## src/rtl/uart_mmio_fifo.sv

```systemverilog
// uart_mmio_fifo: memory-mapped bridge between the CPU memory stage and a
// byte-wide UART, with TX/RX FIFOs, sticky error flags and a count register.
module uart_mmio_fifo #(
    parameter logic [31:0] BASE_ADDR = 32'h80000000,
    parameter int unsigned TX_AW     = 3,
    parameter int unsigned RX_AW     = 3
) (
    input  logic        clk,
    input  logic        rst,
    input  logic [31:0] addr,
    input  logic [31:0] wdata,
    input  logic [2:0]  ls_ctrl,
    input  logic        mem_to_reg,
    input  logic        stall,
    output logic [31:0] rdata,
    output logic [7:0]  uart_din,
    output logic        uart_din_valid,
    input  logic        uart_din_ready,
    input  logic [7:0]  uart_dout,
    input  logic        uart_dout_valid,
    output logic        uart_dout_ready
);

    localparam logic [TX_AW:0] TX_FULL = {1'b1, {TX_AW{1'b0}}};
    localparam logic [RX_AW:0] RX_FULL = {1'b1, {RX_AW{1'b0}}};

    // FIFO storage is deliberately not reset; every read of it is gated by count.
    logic [7:0] tx_mem [2**TX_AW];
    logic [7:0] rx_mem [2**RX_AW];

    logic [TX_AW-1:0] tx_wr_q, tx_wr_d, tx_rd_q, tx_rd_d;
    logic [TX_AW:0]   tx_cnt_q, tx_cnt_d;
    logic [RX_AW-1:0] rx_wr_q, rx_wr_d, rx_rd_q, rx_rd_d;
    logic [RX_AW:0]   rx_cnt_q, rx_cnt_d;
    logic             tx_ovf_q, tx_ovf_d, rx_udf_q, rx_udf_d;

    logic [31:0] off;
    logic        sel_txst, sel_rxst, sel_txd, sel_rxd, sel_cnt, sel_clr;
    logic        is_store, is_load, fire;
    logic        tx_full, tx_empty, rx_full, rx_empty;
    logic        tx_push, tx_pop, rx_push, rx_pop;
    logic        tx_ovf_set, rx_udf_set, flag_clr;
    logic [7:0]  rx_head;
    logic        unused_wdata;

    assign off      = addr - BASE_ADDR;
    assign sel_txst = (off == 32'h00);
    assign sel_rxst = (off == 32'h04);
    assign sel_txd  = (off == 32'h08);
    assign sel_rxd  = (off == 32'h0C);
    assign sel_cnt  = (off == 32'h10);
    assign sel_clr  = (off == 32'h14);

    assign is_store = ls_ctrl[2] & (ls_ctrl != 3'b100);
    assign is_load  = mem_to_reg;
    assign fire     = (is_store | is_load) & ~stall;

    assign tx_full  = (tx_cnt_q == TX_FULL);
    assign tx_empty = (tx_cnt_q == '0);
    assign rx_full  = (rx_cnt_q == RX_FULL);
    assign rx_empty = (rx_cnt_q == '0);

    // Full/empty are taken from the registered counts, so a same-cycle pop
    // never makes room for a push (and vice versa).
    assign tx_push    = fire & is_store & sel_txd & ~tx_full;
    assign tx_ovf_set = fire & is_store & sel_txd & tx_full;
    assign tx_pop     = ~tx_empty & uart_din_ready;
    assign rx_push    = uart_dout_valid & ~rx_full;
    assign rx_pop     = fire & is_load & sel_rxd & ~rx_empty;
    assign rx_udf_set = fire & is_load & sel_rxd & rx_empty;
    assign flag_clr   = fire & is_store & sel_clr;

    assign rx_head         = rx_empty ? 8'h00 : rx_mem[rx_rd_q];
    assign uart_din        = tx_empty ? 8'h00 : tx_mem[tx_rd_q];
    assign uart_din_valid  = ~tx_empty;
    assign uart_dout_ready = ~rx_full;
    assign unused_wdata    = ^wdata[29:8];

    // Read mux: combinational from current state and address.
    always_comb begin
        rdata = '0;
        if (sel_txst)      rdata = {31'd0, ~tx_full};
        else if (sel_rxst) rdata = {31'd0, ~rx_empty};
        else if (sel_rxd)  rdata = {24'd0, rx_head};
        else if (sel_cnt)  rdata = {tx_ovf_q, rx_udf_q, 6'd0, 8'(rx_cnt_q), 8'd0, 8'(tx_cnt_q)};
    end

    // Next-state for pointers, counts and sticky flags (set beats clear).
    always_comb begin
        tx_wr_d  = tx_wr_q;
        tx_rd_d  = tx_rd_q;
        tx_cnt_d = tx_cnt_q;
        rx_wr_d  = rx_wr_q;
        rx_rd_d  = rx_rd_q;
        rx_cnt_d = rx_cnt_q;
        if (tx_push) tx_wr_d = tx_wr_q + TX_AW'(1);
        if (tx_pop)  tx_rd_d = tx_rd_q + TX_AW'(1);
        if (tx_push & ~tx_pop) tx_cnt_d = tx_cnt_q + (TX_AW+1)'(1);
        if (~tx_push & tx_pop) tx_cnt_d = tx_cnt_q - (TX_AW+1)'(1);
        if (rx_push) rx_wr_d = rx_wr_q + RX_AW'(1);
        if (rx_pop)  rx_rd_d = rx_rd_q + RX_AW'(1);
        if (rx_push & ~rx_pop) rx_cnt_d = rx_cnt_q + (RX_AW+1)'(1);
        if (~rx_push & rx_pop) rx_cnt_d = rx_cnt_q - (RX_AW+1)'(1);
        tx_ovf_d = (tx_ovf_q & ~(flag_clr & wdata[31])) | tx_ovf_set;
        rx_udf_d = (rx_udf_q & ~(flag_clr & wdata[30])) | rx_udf_set;
    end

    // Control state register with asynchronous reset.
    always_ff @(posedge clk or posedge rst) begin
        if (rst) begin
            tx_wr_q  <= '0;
            tx_rd_q  <= '0;
            tx_cnt_q <= '0;
            rx_wr_q  <= '0;
            rx_rd_q  <= '0;
            rx_cnt_q <= '0;
            tx_ovf_q <= 1'b0;
            rx_udf_q <= 1'b0;
        end else begin
            tx_wr_q  <= tx_wr_d;
            tx_rd_q  <= tx_rd_d;
            tx_cnt_q <= tx_cnt_d;
            rx_wr_q  <= rx_wr_d;
            rx_rd_q  <= rx_rd_d;
            rx_cnt_q <= rx_cnt_d;
            tx_ovf_q <= tx_ovf_d;
            rx_udf_q <= rx_udf_d;
        end
    end

    // FIFO data writes.
    always_ff @(posedge clk) begin
        if (tx_push) tx_mem[tx_wr_q] <= wdata[7:0];
        if (rx_push) rx_mem[rx_wr_q] <= uart_dout;
    end

endmodule

```

## config.mk

```make
export PLATFORM = sky130hd
export DESIGN_NAME = uart_mmio_fifo
export DESIGN_NICKNAME = d
export VERILOG_FILES = /design/src/rtl/uart_mmio_fifo.sv
export SDC_FILE = /design/constraint.sdc
export NUM_CORES = 1
export LEC_CHECK = 0
export CELL_PAD_IN_SITES_DETAIL_PLACEMENT = 1
export CELL_PAD_IN_SITES_GLOBAL_PLACEMENT = 1
export CORE_AREA = 2 2 129 181
export CTS_CLUSTER_DIAMETER = 40
export DETAILED_ROUTE_END_ITERATION = 8
export DIE_AREA = 0 0 131 183
export PLACE_DENSITY_LB_ADDON = 0.1
export SYNTH_ARGS = -nofsm -noshare
export SYNTH_HDL_FRONTEND = slang
export SYNTH_SLANG_ARGS = --single-unit
```

## constraint.sdc

```tcl
create_clock -name clk -period 3.1 [get_ports clk]
set_input_delay 0.465 -clock clk [delete_from_list [all_inputs] [get_ports clk]]
set_output_delay 0.465 -clock clk [all_outputs]
set_load 0.03 [all_outputs]
```

# Word-level counts from Yosys, hierarchy flattened

Memories as Yosys holds them, arrays and structs flattened.
Index checks and enable logic that the tools add are counted.

Flip-flop bits (word level): 22
Bits in writable memories: 128
Output and inout port bits: 42
Memories kept: 2

Add/sub/neg operators: 9
Equality and inequality tests: 8
Multiplexer cells: 14
Bitwise operators: 35
Reduce and logical (&&, ||, !) cells: 5

Memories:

| name   | depth | bits a word | read ports | clocked after Yosys merged registers in | write ports | RTL line | RTL |
|---|---|---|---|---|---|---|---|
| rx_mem | 8     | 8           | 1          | 0                                       | 1           | 29       | `logic [7:0] rx_mem [2**RX_AW];` |
| tx_mem | 8     | 8           | 1          | 0                                       | 1           | 28       | `logic [7:0] tx_mem [2**TX_AW];` |

Operators by type and width:

| operator                 | number |
|---|---|
| $mux W32                 | 4 |
| $eq A32 B4 Y1 const B    | 2 |
| $eq A32 B5 Y1 const B    | 2 |
| $eq A32 B3 Y1 const B    | 1 |
| $logic_not A32 Y1        | 1 |
| $sub A32 B32 Y32 const B | 1 |
| $and A1 B1 Y1            | 21 |
| $mux W4                  | 4 |
| $mux W8                  | 2 |
| $add A3 B1 Y3 const B    | 4 |
| $not A1 Y1               | 11 |
| $add A4 B1 Y4 const B    | 2 |
| $eq A4 B4 Y1 const B     | 2 |
| $logic_not A4 Y1         | 2 |
| $sub A4 B1 Y4 const B    | 2 |
| $mux W1                  | 4 |
| $reduce_bool A2 Y1       | 2 |
| $ne A3 B3 Y1 const B     | 1 |
| $or A1 B1 Y1             | 3 |

# Depth between registers and ports, before layout

Gate-level depths: netlist (run 1).

Depth in word-level cells: 11
Mapped depth: 12
Gate-level depth less buffers: 11

# Worst setup path before layout (run 1)

OpenSTA, ideal clock, no wires.

Path type: input -> register
From: input addr[23]
To: memory tx_mem[0][0], enable pin
Arrival: 2.520 ns
Slack: 0.186 ns
Stages on the path: 5
Buffers on the path: 1
Cells stage by stage: nor4_1 nand3_2 or4b_4 buf_6 nor4_1

Cells in the longest elaborated chain, start to end: 6

RTL lines:

| what                          | RTL line | RTL |
|---|---|---|
| start, declared               | 10       | `input logic [31:0] addr,` |
| $sub A32 B32 Y32              | 46       | `assign off = addr - BASE_ADDR;` |
| $eq A32 B4 Y1                 | 49       | `assign sel_txd = (off == 32'h08);` |
| $and A1 B1 Y1 (2 in series)   | 65       | `assign tx_push = fire & is_store & sel_txd & ~tx_full;` |
| $mux W1                       | 133      | `if (tx_push) tx_mem[tx_wr_q] <= wdata[7:0];` |
| $mux W1 (not written as such) | 133      |  |
| end, declared                 | 28       |  |

Every way passes these cells.

# Worst setup path in the final report (run 1)

From: input addr[17]
To: output rdata[2]

Cells in the longest elaborated chain, start to end: 6
Elaborated cells on any way between the ends: 9
Classes of those cells: add/sub: 1; eq/ne: 3; mux: 4; reduce/logical: 1

RTL lines:

| what                 | RTL line | RTL |
|---|---|---|
| $sub A32 B32 Y32 (*) | 46       |  |
| $eq A32 B5 Y1        | 51       | `assign sel_cnt = (off == 32'h10);` |
| $mux W32             | 85       | `else if (sel_cnt) rdata = {tx_ovf_q, rx_udf_q, 6'd0, 8'(rx_cnt_q), 8'd0, 8'(tx_cnt_q)};` |
| $mux W32             | 84       | `else if (sel_rxd) rdata = {24'd0, rx_head};` |
| $mux W32             | 83       | `else if (sel_rxst) rdata = {31'd0, ~rx_empty};` |
| $mux W32 (*)         | 82       | `if (sel_txst) rdata = {31'd0, ~tx_full};` |
| end, declared        | 15       | `output logic [31:0] rdata,` |

Mark *: on every way between the ends. The rest lies on a longest branch, timed or not.

==> metrics.md, run 1 <==
| Metric | Value |
|---|---|
| Max-cap viol count | 0 |
| Net Sw Frac | 0.275 |
| Hold crit path type | reg2reg |
| Synth Flop Type | edfxtp_1 |
| Clock slew seen by the registers of the worst setup and hold paths | 70 ps |
| WS Path Type | in2out |
| FF-to-FF End | tx_cnt_q[2] |
| DP Cell Count | 794 |
| Via Count | 3769 |
| Share of the clock period used by the worst path | 0.967 |
| Site row count | 65 |
| H-tree Lvls | 4 |
| Comb pwr share | 0.118 |
| Vias in the first global route | 4313 |
| Initial core utilization | 0.295 |
| Crit path time final | 3000 ps |
| Place WS | -125 ps |
| Largest net degree at the start of global routing | 23 |
| Area of the multi-input gates | 0.00210 mm2 |
| Synth Register Bits | 150 |
| Outcome | complete, no violations |
| PnR worst setup slack | 103 ps |
| Tightest Pin Transition | 1040 ps |
| Worst slew margin | 0.307 |
| Mean area per synthesized cell | 17.2 um2 |
| Clock buffer depth | 2 |
| Max IR drop VDD | 0.365 mV |
| Clock Power Share | 0.407 |
| Post-synth cell types | 47 |
| Routed WL per cell | 18.7 um |
| Worst-path fanout max | 7 |
| Most frequent cells after synthesis | edfxtp_1 (128), mux4_2 (32), dfrtp_1 (22), nor2_1 (20), buf_4 (18) |
| GP Congestion | 0.724 |
| DIE AREA | 0.0240 mm2 |
| Total congestion overflow | 0 |
| CTS tree | done |
| Drt initial violations | 147 |
| Hold path start | tx_ovf_q |
| # port buffers | 82 |
| Share of cells above drive strength 1 | 0.302 |
| Reg2Reg Setup Slack | 490 ps |
| Top-count cell post-synth | edfxtp_1 |
| Synth warnings | 0 |
| Top-area cell type share of the netlist area | 0.582 |
| Drt drc | 0 |
| Total GRT Usage | 0.139 |
| Leakage | 3.04 nW |
| Worst R2R Path Depth | 9 |
| Clk sink count | 150 |
| Largest area contributor in the synthesized netlist | edfxtp_1 |
| Worst Hold Endpoint | tx_ovf_q |
| Post-synth ARST share | 0.147 |
| ANT nets after route | 0 |
| Die W | 131 um |
| Core box area | 0.0224 mm2 |
| Initial antenna violation count | 0 |
| Register share of total power | 0.475 |
| CP Data Required Time | 2630 ps |
| Pwr Total | 5.20 mW |
| Vias per std cell | 4.54 |
| Clock root buffer | clkbuf_16 |
| Reg area | 0.00439 mm2 |
| Mapped cell area | 0.00661 mm2 |
| DPL Wire Length | 10900 um |
| Critical Path AT | 2530 ps |
| Hold Slack | 525 ps |
| Layout area overhead | 32.0% |
| Critical Path Source Type | input pin |
| Hold path cells | 2 |
| Final WL | 15500 um |
| Synth area leaders | edfxtp_1 (58%), mux4_2 (11%), dfrtp_1 (8.3%) |
| Final clock skew | 9.43 ps |
| DRT Pass-1 Iters | 4 |
| Fin cells | 830 |
| Global-route wire length before repair | 24200 um |
| Worst-skew pair later-pin latency | 420 ps |
| Post-synth EDFFs | 128 |
| Setup violators final | 0 |
| Die height | 183 um |
| Post-synthesis sequential area ratio | 0.665 |
| Sw power | 1.43 mW |
| TritonCTS buffer count | 17 |
| Crit path launch | addr[17] |
| # IOs | 123 |
| Post-Synthesis Cells | 385 |
| Fillcell total | 2272 |
| Power per cell area | 596 mW/mm2 |
| Hold Violations, Final | 0 |
| Worst R2R Start | tx_cnt_q[1] |
| Diodes inserted | 0 |
| P_int | 3.77 mW |
| Crit path capture type | output port |
| FMAX | 0.334 GHz |
| Nets | 607 |
| Slew Viols, Final | 0 |
## power groups by stage
stage	Clock [mW]	Combinational, mW	Sequential (mW)
floorplan	0	0.382	2.47
global placement	0	0.609	2.51
detailed placement	0	0.626	2.52
finish	2.11	0.613	2.47
global route	2.26	0.685	2.49
CTS	2.17	0.629	2.47
## metrics by stage
step | utilization | TNS (ps) | instance area, um2
final | 0.390 | 0 | 8720
after global routing | 0.390 | -5.15 | 8720
after CTS | 0.387 | 0 | 8670
after global placement | 0.357 | -604 | 7990
after detailed placement | 0.357 | -707 | 7990
after floorplan | - | 0 | 6670
## layout by cell type (no fill, tap or decap), types with 4 or more instances in the layout
cell,count
edfxtp_1,128
clkdlybuf4s50_1,68
buf_4,56
mux4_2,32
dfrtp_1,22
conb_1,18
nor2_1,17
clkbuf_16,17
mux2i_1,16
xor2_1,13
nand2_1,12
ha_1,10
nor3_1,9
and2_1,7
nor4_1,6
mux2_2,6
o21ai_0,6
nor4_2,5
xnor2_1,5
inv_8,5
clkinv_8,5
nor2b_1,4
a21oi_1,4
inv_1,4
buf_6,4
## critical path: stages
cell             delay [ps]
clkdlybuf4s50_1         440
nor4b_4                 300
nand4_2                 160
buf_6                   160
or4b_4                  520
buf_6                   170
o2bb2ai_2               160
buf_6                   150
## metal layers
layer	GRT usage	vias to the layer above	wire length (um)	share of wire
li1	-	1747	-	-
met1	0.153	1958	6090	0.39
met2	0.257	51	8710	0.56
met3	0.0333	13	453	0.029
met4	0.0481	0	255	0.016
met5	0	-	0	0
## layout make-up
cell class / count / share of cell area
flip-flops and latches: 150 / 0.504
multi-input cells: 212 / 0.241
repair buffers: 131 / 0.138
clock inverters: 15 / 0.0225
well taps: 301 / 0.0432
clock buffers: 17 / 0.0488
inverters: 4 / 0.00172
## registers in the layout, summed over array words and instances (netlist names)
| name | count |
|---|---|
| tx_cnt_q | 4 |
| rx_rd_q | 3 |
| tx_ovf_q | 1 |
| rx_mem | 64 |
| tx_rd_q | 3 |
| rx_wr_q | 3 |
| tx_mem | 64 |
| tx_wr_q | 3 |
| rx_cnt_q | 4 |
| rx_udf_q | 1 |
## how the worst max path moves through the flow
stage | to | cells after the start | slack [ps]
2_1_floorplan | tx_mem[0][0] | 5 | 190
3_5_place_dp | rx_cnt_q[2] | 12 | -130
5_1_grt | tx_cnt_q[2] | 13 | -5
6_report | rdata[2] | 8 | 100
3_3_place_gp | rx_cnt_q[2] | 12 | -140
4_1_cts | rdata[2] | 8 | 6
## cell families (layout without fill, tap and decap cells)
kind of cell / Yosys count / after routing / synth area share
muxes: 54 / 54 / 0.144
AOI/OAI and AO/OA: 22 / 22 / 0.0233
and+or+nand+nor: 90 / 90 / 0.0888
adders and majority gates: 10 / 10 / 0.0189
buffers and inverters: 40 / 167 / 0.0358
DFF: 150 / 150 / 0.665
xor gates and xnor gates: 18 / 18 / 0.0239
other: 1 / 18 / 0.000568
## repair_timing
action / 4_1_cts / 5_1_grt
gates resized for setup: 6 / 10
cloned: 0 / 0
buffers inserted: 4 / 0
setup endpoints to repair: 7 / 9
pin swaps: 2 / 2
hold buffers: 0 / 0
Power figures use the tool's default switching activity.
==> run 2: changes to the inputs <==
--- a/constraint.sdc
+++ b/constraint.sdc
@@ -3,2 +3,2 @@
 set_output_delay 0.465 -clock clk [all_outputs]
-set_load 0.03 [all_outputs]
+set_load 0.1 [all_outputs]
==> run 2 against run 1 <==
Against the previous run:
- routed wire length rose by 0.49%
- critical path depth stayed put
- via count decreased by 0.37%
- first-iteration DRC count fell by 30%
- clock power is essentially flat
==> metrics.md, run 2 (synthesized netlist as in run 1, its figures left out) <==
| Metric | Value |
|---|---|
| Hold crit path type | reg2reg |
| P_int | 3.88 mW (+3.2%) |
| Via Count | 3755 (-0.37%) |
| H-tree Lvls | 4 (unchanged) |
| Die W | 131 um (unchanged) |
| Power per cell area | 591 mW/mm2 (-0.92%) |
| GP Congestion | 0.751 (+3.7%) |
| Worst R2R Start | tx_cnt_q[1] |
| Clk sink count | 150 (unchanged) |
| TritonCTS buffer count | 17 (unchanged) |
| Drt initial violations | 103 (-30%) |
| Comb pwr share | 0.140 (+0.022) |
| Clock buffer depth | 2 (unchanged) |
| Leakage | 3.21 nW (+5.6%) |
| Initial core utilization | 0.295 (unchanged) |
| Setup TNS | 0 ps (unchanged) |
| Worst R2R Path Depth | 9 (unchanged) |
| Core box area | 0.0224 mm2 (unchanged) |
| Total congestion overflow | 0 (unchanged) |
| # IOs | 123 (unchanged) |
| Fillcell total | 2247 (-1.1%) |
| Site row count | 65 (unchanged) |
| Critical Path Source Type | input pin |
| Layout area overhead | 37.2% |
| Share of the clock period used by the worst path | 0.975 (+0.00826) |
| Hold Slack | 473 ps (-51.5 ps) |
| Diodes inserted | 0 (unchanged) |
| Nets | 612 (+0.82%) |
| Area of the multi-input gates | 0.00219 mm2 (+4.3%) |
| Net Sw Frac | 0.274 (-0.00107) |
| Outcome | complete, no violations |
| Setup violators final | 0 (unchanged) |
| Share of cells above drive strength 1 | 0.330 (+0.0277) |
| Worst slew margin | 0.345 (+0.0381) |
| Worst Setup EP | rdata[2] |
| Die height | 183 um (unchanged) |
| Initial antenna violation count | 0 (unchanged) |
| RSZ-0062 raised after global routing | false |
| Worst-skew pair later-pin latency | 430 ps (about the same) |
| WS Path Type | in2out |
| CTS tree | done |
| Worst-path fanout max | 7 (unchanged) |
| FF-to-FF End | tx_cnt_q[2] |
| Drt drc | 0 (unchanged) |
| Clock slew seen by the registers of the worst setup and hold paths | 60 ps (about the same) |
| # port buffers | 82 (unchanged) |
| DIE AREA | 0.0240 mm2 (unchanged) |
| Sw power | 1.47 mW (+2.6%) |
| Total GRT Usage | 0.139 (+0.000480) |
| Max IR drop VDD | 0.370 mV (+1.4%) |
| FMAX | 0.331 GHz (-0.85%) |
| Vias per std cell | 4.50 (-0.85%) |
| Biggest regs | rx_mem x64, tx_mem x64 |
| Reg2Reg Setup Slack | 490 ps (about the same) |
| Final WL | 15600 um (+0.49%) |
| DPL Wire Length | 10900 um (-0.53%) |
| DRT Pass-1 Iters | 4 (unchanged) |
| Vias in the first global route | 4188 (-2.9%) |
| Crit path capture type | output port |
| Routed WL per cell | 18.7 um (about the same) |
| Reg area | 0.00439 mm2 (unchanged) |
| Hold Violations, Final | 0 (unchanged) |
| Clock Power Share | 0.397 (-0.010) |
| Slew Viols, Final | 0 (unchanged) |
| Most frequent cells in the layout | edfxtp_1 (128), clkdlybuf4s50_1 (53), buf_4 (53) |
| Max-cap viol count | 0 (unchanged) |
| CP Data Required Time | 2630 ps (about the same) |
| Critical Path AT | 2560 ps (+30 ps) |
| Tightest Pin Transition | 982 ps (-57.0 ps) |
| Largest net degree at the start of global routing | 23 (unchanged) |
| Crit path launch | addr[8] |
| Crit path time final | 3020 ps (+25.6 ps) |
| Final clock skew | 10.5 ps (+1.04 ps) |
| Pwr Total | 5.35 mW (+3.0%) |
| Register share of total power | 0.463 (-0.012) |
| Clock root buffer | clkbuf_16 |
| ANT nets after route | 0 (unchanged) |
| Commonest non-fill, non-tap cell in the layout | edfxtp_1 |
| Global-route wire length before repair | 24100 um (-0.63%) |
==> run 2: routing by layer <==
| metal | GRT usage | vias up | routed length (um) |
|---|---|---|---|
| li1 | - | 1756 | - |
| met1 | 0.157 | 1921 | 6100 |
| met2 | 0.256 | 65 | 8800 |
| met3 | 0.0333 | 13 | 514 |
| met4 | 0.0434 | 0 | 162 |
| met5 | 0 | - | 0 |
==> run 2: area by class of cell <==
cell class,instances,share of cell area
clock buffer,17,0.0469
inverter,4,0.00166
timing repair buffer,136,0.163
tap,301,0.0416
multi-input combinational,212,0.242
sequential,150,0.485
clock inverter,14,0.0203
==> run 2: repair_timing <==
action | 4_1_cts | 5_1_grt
hold endpoints to repair | 0 | 0
hold buffers | 0 | 0
gates resized for setup | 8 | 23
pin swaps | 3 | 8
setup endpoints to repair | 7 | 16
buffers inserted | 4 | 0
==> run 2: worst min-delay path by stage <==
stage | startpoint | end | slack, ps | depth (start not counted)
finish | tx_rd_q[0] | tx_rd_q[0] | 470 | 1
global route | tx_rd_q[0] | tx_rd_q[0] | 520 | 1
CTS | tx_rd_q[0] | tx_rd_q[0] | 480 | 1
detailed placement | tx_rd_q[0] | tx_rd_q[0] | 470 | 1
global placement | tx_rd_q[0] | tx_rd_q[0] | 470 | 1
floorplan | rst | rx_cnt_q[0] | 450 | 1
==> run 2: power by group through the flow <==
stage / clock network (mW) / logic (mW) / registers (mW)
6_report: 2.13 / 0.747 / 2.48
5_1_grt: 2.27 / 0.814 / 2.50
4_1_cts: 2.20 / 0.761 / 2.48
3_5_place_dp: 0 / 0.753 / 2.52
3_3_place_gp: 0 / 0.740 / 2.51
2_1_floorplan: 0 / 0.508 / 2.47
==> run 2: worst max-delay path: stages <==
cell and delay (ps):
clkdlybuf4s50_1 450, nor4_4 310, nand4_4 160, or4b_4 560, buf_12 170, o2bb2ai_4 140
buf_4 130, buf_12 160
==> run 2: per-stage QoR <==
step	util	setup WS (ps)	area [um2]	cells
after global routing	0.405	0.195	9060	834
after CTS	0.400	8.52	8940	834
final	0.405	77.4	9060	834
after global placement	0.369	-212	8240	799
after detailed placement	0.369	-257	8240	799
after floorplan	-	-501	6680	402
==> run 3: changes to the inputs <==
CELL_PAD_IN_SITES_DETAIL_PLACEMENT = 0   (was 1)
CORE_AREA = 2 2 141 198   (was 2 2 129 181)
DIE_AREA = 0 0 143 200   (was 0 0 131 183)
==> run 3 against run 2 <==
Against the previous run:
- design area is 0.76% higher
- non-clock buffer count increased by 3
- power shrank 1.2%
- combinational power increased by 1%
- critical endpoint is now rdata[1]
- largest power group unchanged
==> metrics.md, run 3 (synthesized netlist as in run 1, its figures left out) <==
| Metric | Value |
|---|---|
| DPL Wire Length | 11100 um (+2.0%) |
| Nets | 615 (+0.49%) |
| Commonest non-fill, non-tap cell in the layout | edfxtp_1 |
| Clock slew seen by the registers of the worst setup and hold paths | 70 ps (about the same) |
| Vias in the first global route | 4189 (+0.024%) |
| Crit-path leading delay family | simple AND/OR/NAND/NOR gates |
| Crit path capture type | output port |
| Vias per std cell | 4.18 (-7.1%) |
| Worst R2R Path Depth | 9 (unchanged) |
| Slowest cell on the critical path | or4b_4 |
| RSZ-0062 raised after global routing | true |
| Hold Slack | 410 ps (-63.7 ps) |
| Layout area overhead | 38.2% |
| Outcome | complete, no violations |
| Core box area | 0.0267 mm2 (+20%) |
| Clock root buffer | clkbuf_16 |
| Most frequent cells in the layout | edfxtp_1 (128), buf_4 (56), clkdlybuf4s50_1 (52) |
| # port buffers | 82 (unchanged) |
| FMAX | 0.329 GHz (-0.58%) |
| Worst-path fanout max | 7 (unchanged) |
| Leakage | 3.17 nW (-1.2%) |
| Hold Violations, Final | 0 (unchanged) |
| ANT nets after route | 0 (unchanged) |
| CTS tree | done |
| DIE AREA | 0.0286 mm2 (+19%) |
| Worst R2R Start | tx_cnt_q[1] |
| Setup violators final | 0 (unchanged) |
| H-tree Lvls | 4 (unchanged) |
| Drt initial violations | 183 (+78%) |
| Largest net degree at the start of global routing | 23 (unchanged) |
| Final WL | 15900 um (+2.3%) |
| Initial core utilization | 0.247 (-0.0483) |
| Total GRT Usage | 0.119 (-0.0204) |
| Share of cells above drive strength 1 | 0.335 (+0.00499) |
| Clock buffer depth | 2 (unchanged) |
| WS Path Type | in2out |
| Met3 Resource Use GR | 0.0267 (-0.00654) |
| Die height | 200 um (+9.3%) |
| GP Congestion | 0.748 (-0.37%) |
| # IOs | 123 (unchanged) |
| Most frequent CP cell | buf_12 |
| Global Route met2 Usage | 0.224 (-0.0315) |
| Die W | 143 um (+9.2%) |
| Max-cap viol count | 0 (unchanged) |
| Initial antenna violation count | 0 (unchanged) |
| Hold_buf cts | 0 (unchanged) |
| Crit-path cells | clkdlybuf4s50_1 > nor4_4 > nand4_4 > or4b_4 > buf_12 > o2bb2ai_2 > buf_6 > buf_12 |
| Slew Viols, Final | 0 (unchanged) |
| Fin area | 0.00913 mm2 (+0.76%) |
| Crit path time final | 3040 ps (+17.8 ps) |
| Max IR drop VDD | 0.374 mV (+1.1%) |
| Final clock skew | 11.8 ps (+1.37 ps) |
| CP Data Required Time | 2630 ps (about the same) |
| Reg2Reg Setup Slack | 510 ps (+20 ps) |
| Power per cell area | 579 mW/mm2 (-2.0%) |
| Biggest regs | rx_mem x64, tx_mem x64 |
| Total congestion overflow | 0 (unchanged) |
| Via Count | 3774 (+0.51%) |
| Clk sink count | 150 (unchanged) |
| Worst-skew pair later-pin latency | 420 ps (about the same) |
| Routed WL per cell | 17.7 um (-5.4%) |
| Worst slew margin | 0.570 (+0.225) |
| Hold crit path type | in2async |
| DRT Pass-1 Iters | 4 (unchanged) |
| Diodes inserted | 0 (unchanged) |
| Critical Path Source Type | input pin |
| Global-route wire length before repair | 24700 um (+2.6%) |
| Tightest Pin Transition | 645 ps (-337 ps) |
| Share of the clock period used by the worst path | 0.981 (+0.00574) |
| Drt drc | 0 (unchanged) |
| FF-to-FF End | tx_cnt_q[2] |
| Buffers & Inverters on Critical Path | 4 (unchanged) |
| GR peak layer | met2 |
| Placed inst area | 0.00835 mm2 (+1.3%) |
| Critical Path AT | 2580 ps (+20 ps) |
| Site row count | 71 (+9.2%) |
| Met1 Use GR | 0.132 (-0.0246) |
| CP max stage delay | 570 ps (about the same) |
| TritonCTS buffer count | 17 (unchanged) |
==> run 3: cell count changes in the layout (fill, tap and decap cells not counted), sizes merged, moves of 2 or more <==
cell	previous run	this run
clkinv	3	7
bufinv	2	0
inv	13	11
buf	78	81
dlymetal6s2s	5	2
dlygate4sd2	0	4
==> run 3: worst max path at each step <==
stage	startpoint	endpoint	slack, ps	cells after the start
after CTS	addr[1]	rdata[1]	0.2	10
after global routing	addr[7]	rdata[1]	-30	8
after floorplan	addr[23]	rdata[1]	-500	5
after global placement	addr[5]	rdata[2]	-300	9
final	addr[7]	rdata[1]	60	8
after detailed placement	addr[18]	rdata[2]	-320	9
==> run 3: layout make-up <==
class,count,area (um2)
Clock inverter,15,180
Inverter,4,15.0
Sequential cell,150,4400
Tap cell,365,457
Multi-Input combinational cell,212,2170
Fill cell,2589,17600
Clock buffer,17,425
Timing Repair Buffer,139,1480
==> run 3: power breakdown <==
part,internal [mW],switching (mW)
clock network,1.09,0.957
logic,0.298,0.458
registers,2.36,0.117
==> run 3: tightest hold or removal path, cell delays in order <==
cell,delay (ps)
clkdlybuf4s50_1,400
inv_1,50
buf_4,310
==> run 3: what timing repair did <==
action	in CTS	in global routing
resized for setup	18	12
pin swaps	6	1
buffers inserted	4	1
setup endpoints to repair	7	9
gates cloned	0	0
==> run 3: per-stage QoR <==
step / std cells / util / TNS (ps) / power, mW / setup slack [ps]
2_1_floorplan: 402 / - / -2720 / 2.98 / -501
3_3_place_gp: 867 / 0.312 / -2290 / 3.26 / -305
3_5_place_dp: 867 / 0.312 / -2480 / 3.28 / -321
4_1_cts: 902 / 0.339 / 0 / 5.37 / 0.180
5_1_grt: 902 / 0.341 / -33.8 / 5.54 / -29.5
6_report: 902 / 0.341 / 0 / 5.29 / 59.6
==> run 3: layer usage <==
metal,up-vias,wire length (um)
met1,1944,6190
li1,1759,-
met2,58,9080
met5,-,0
met4,0,221
met3,13,459
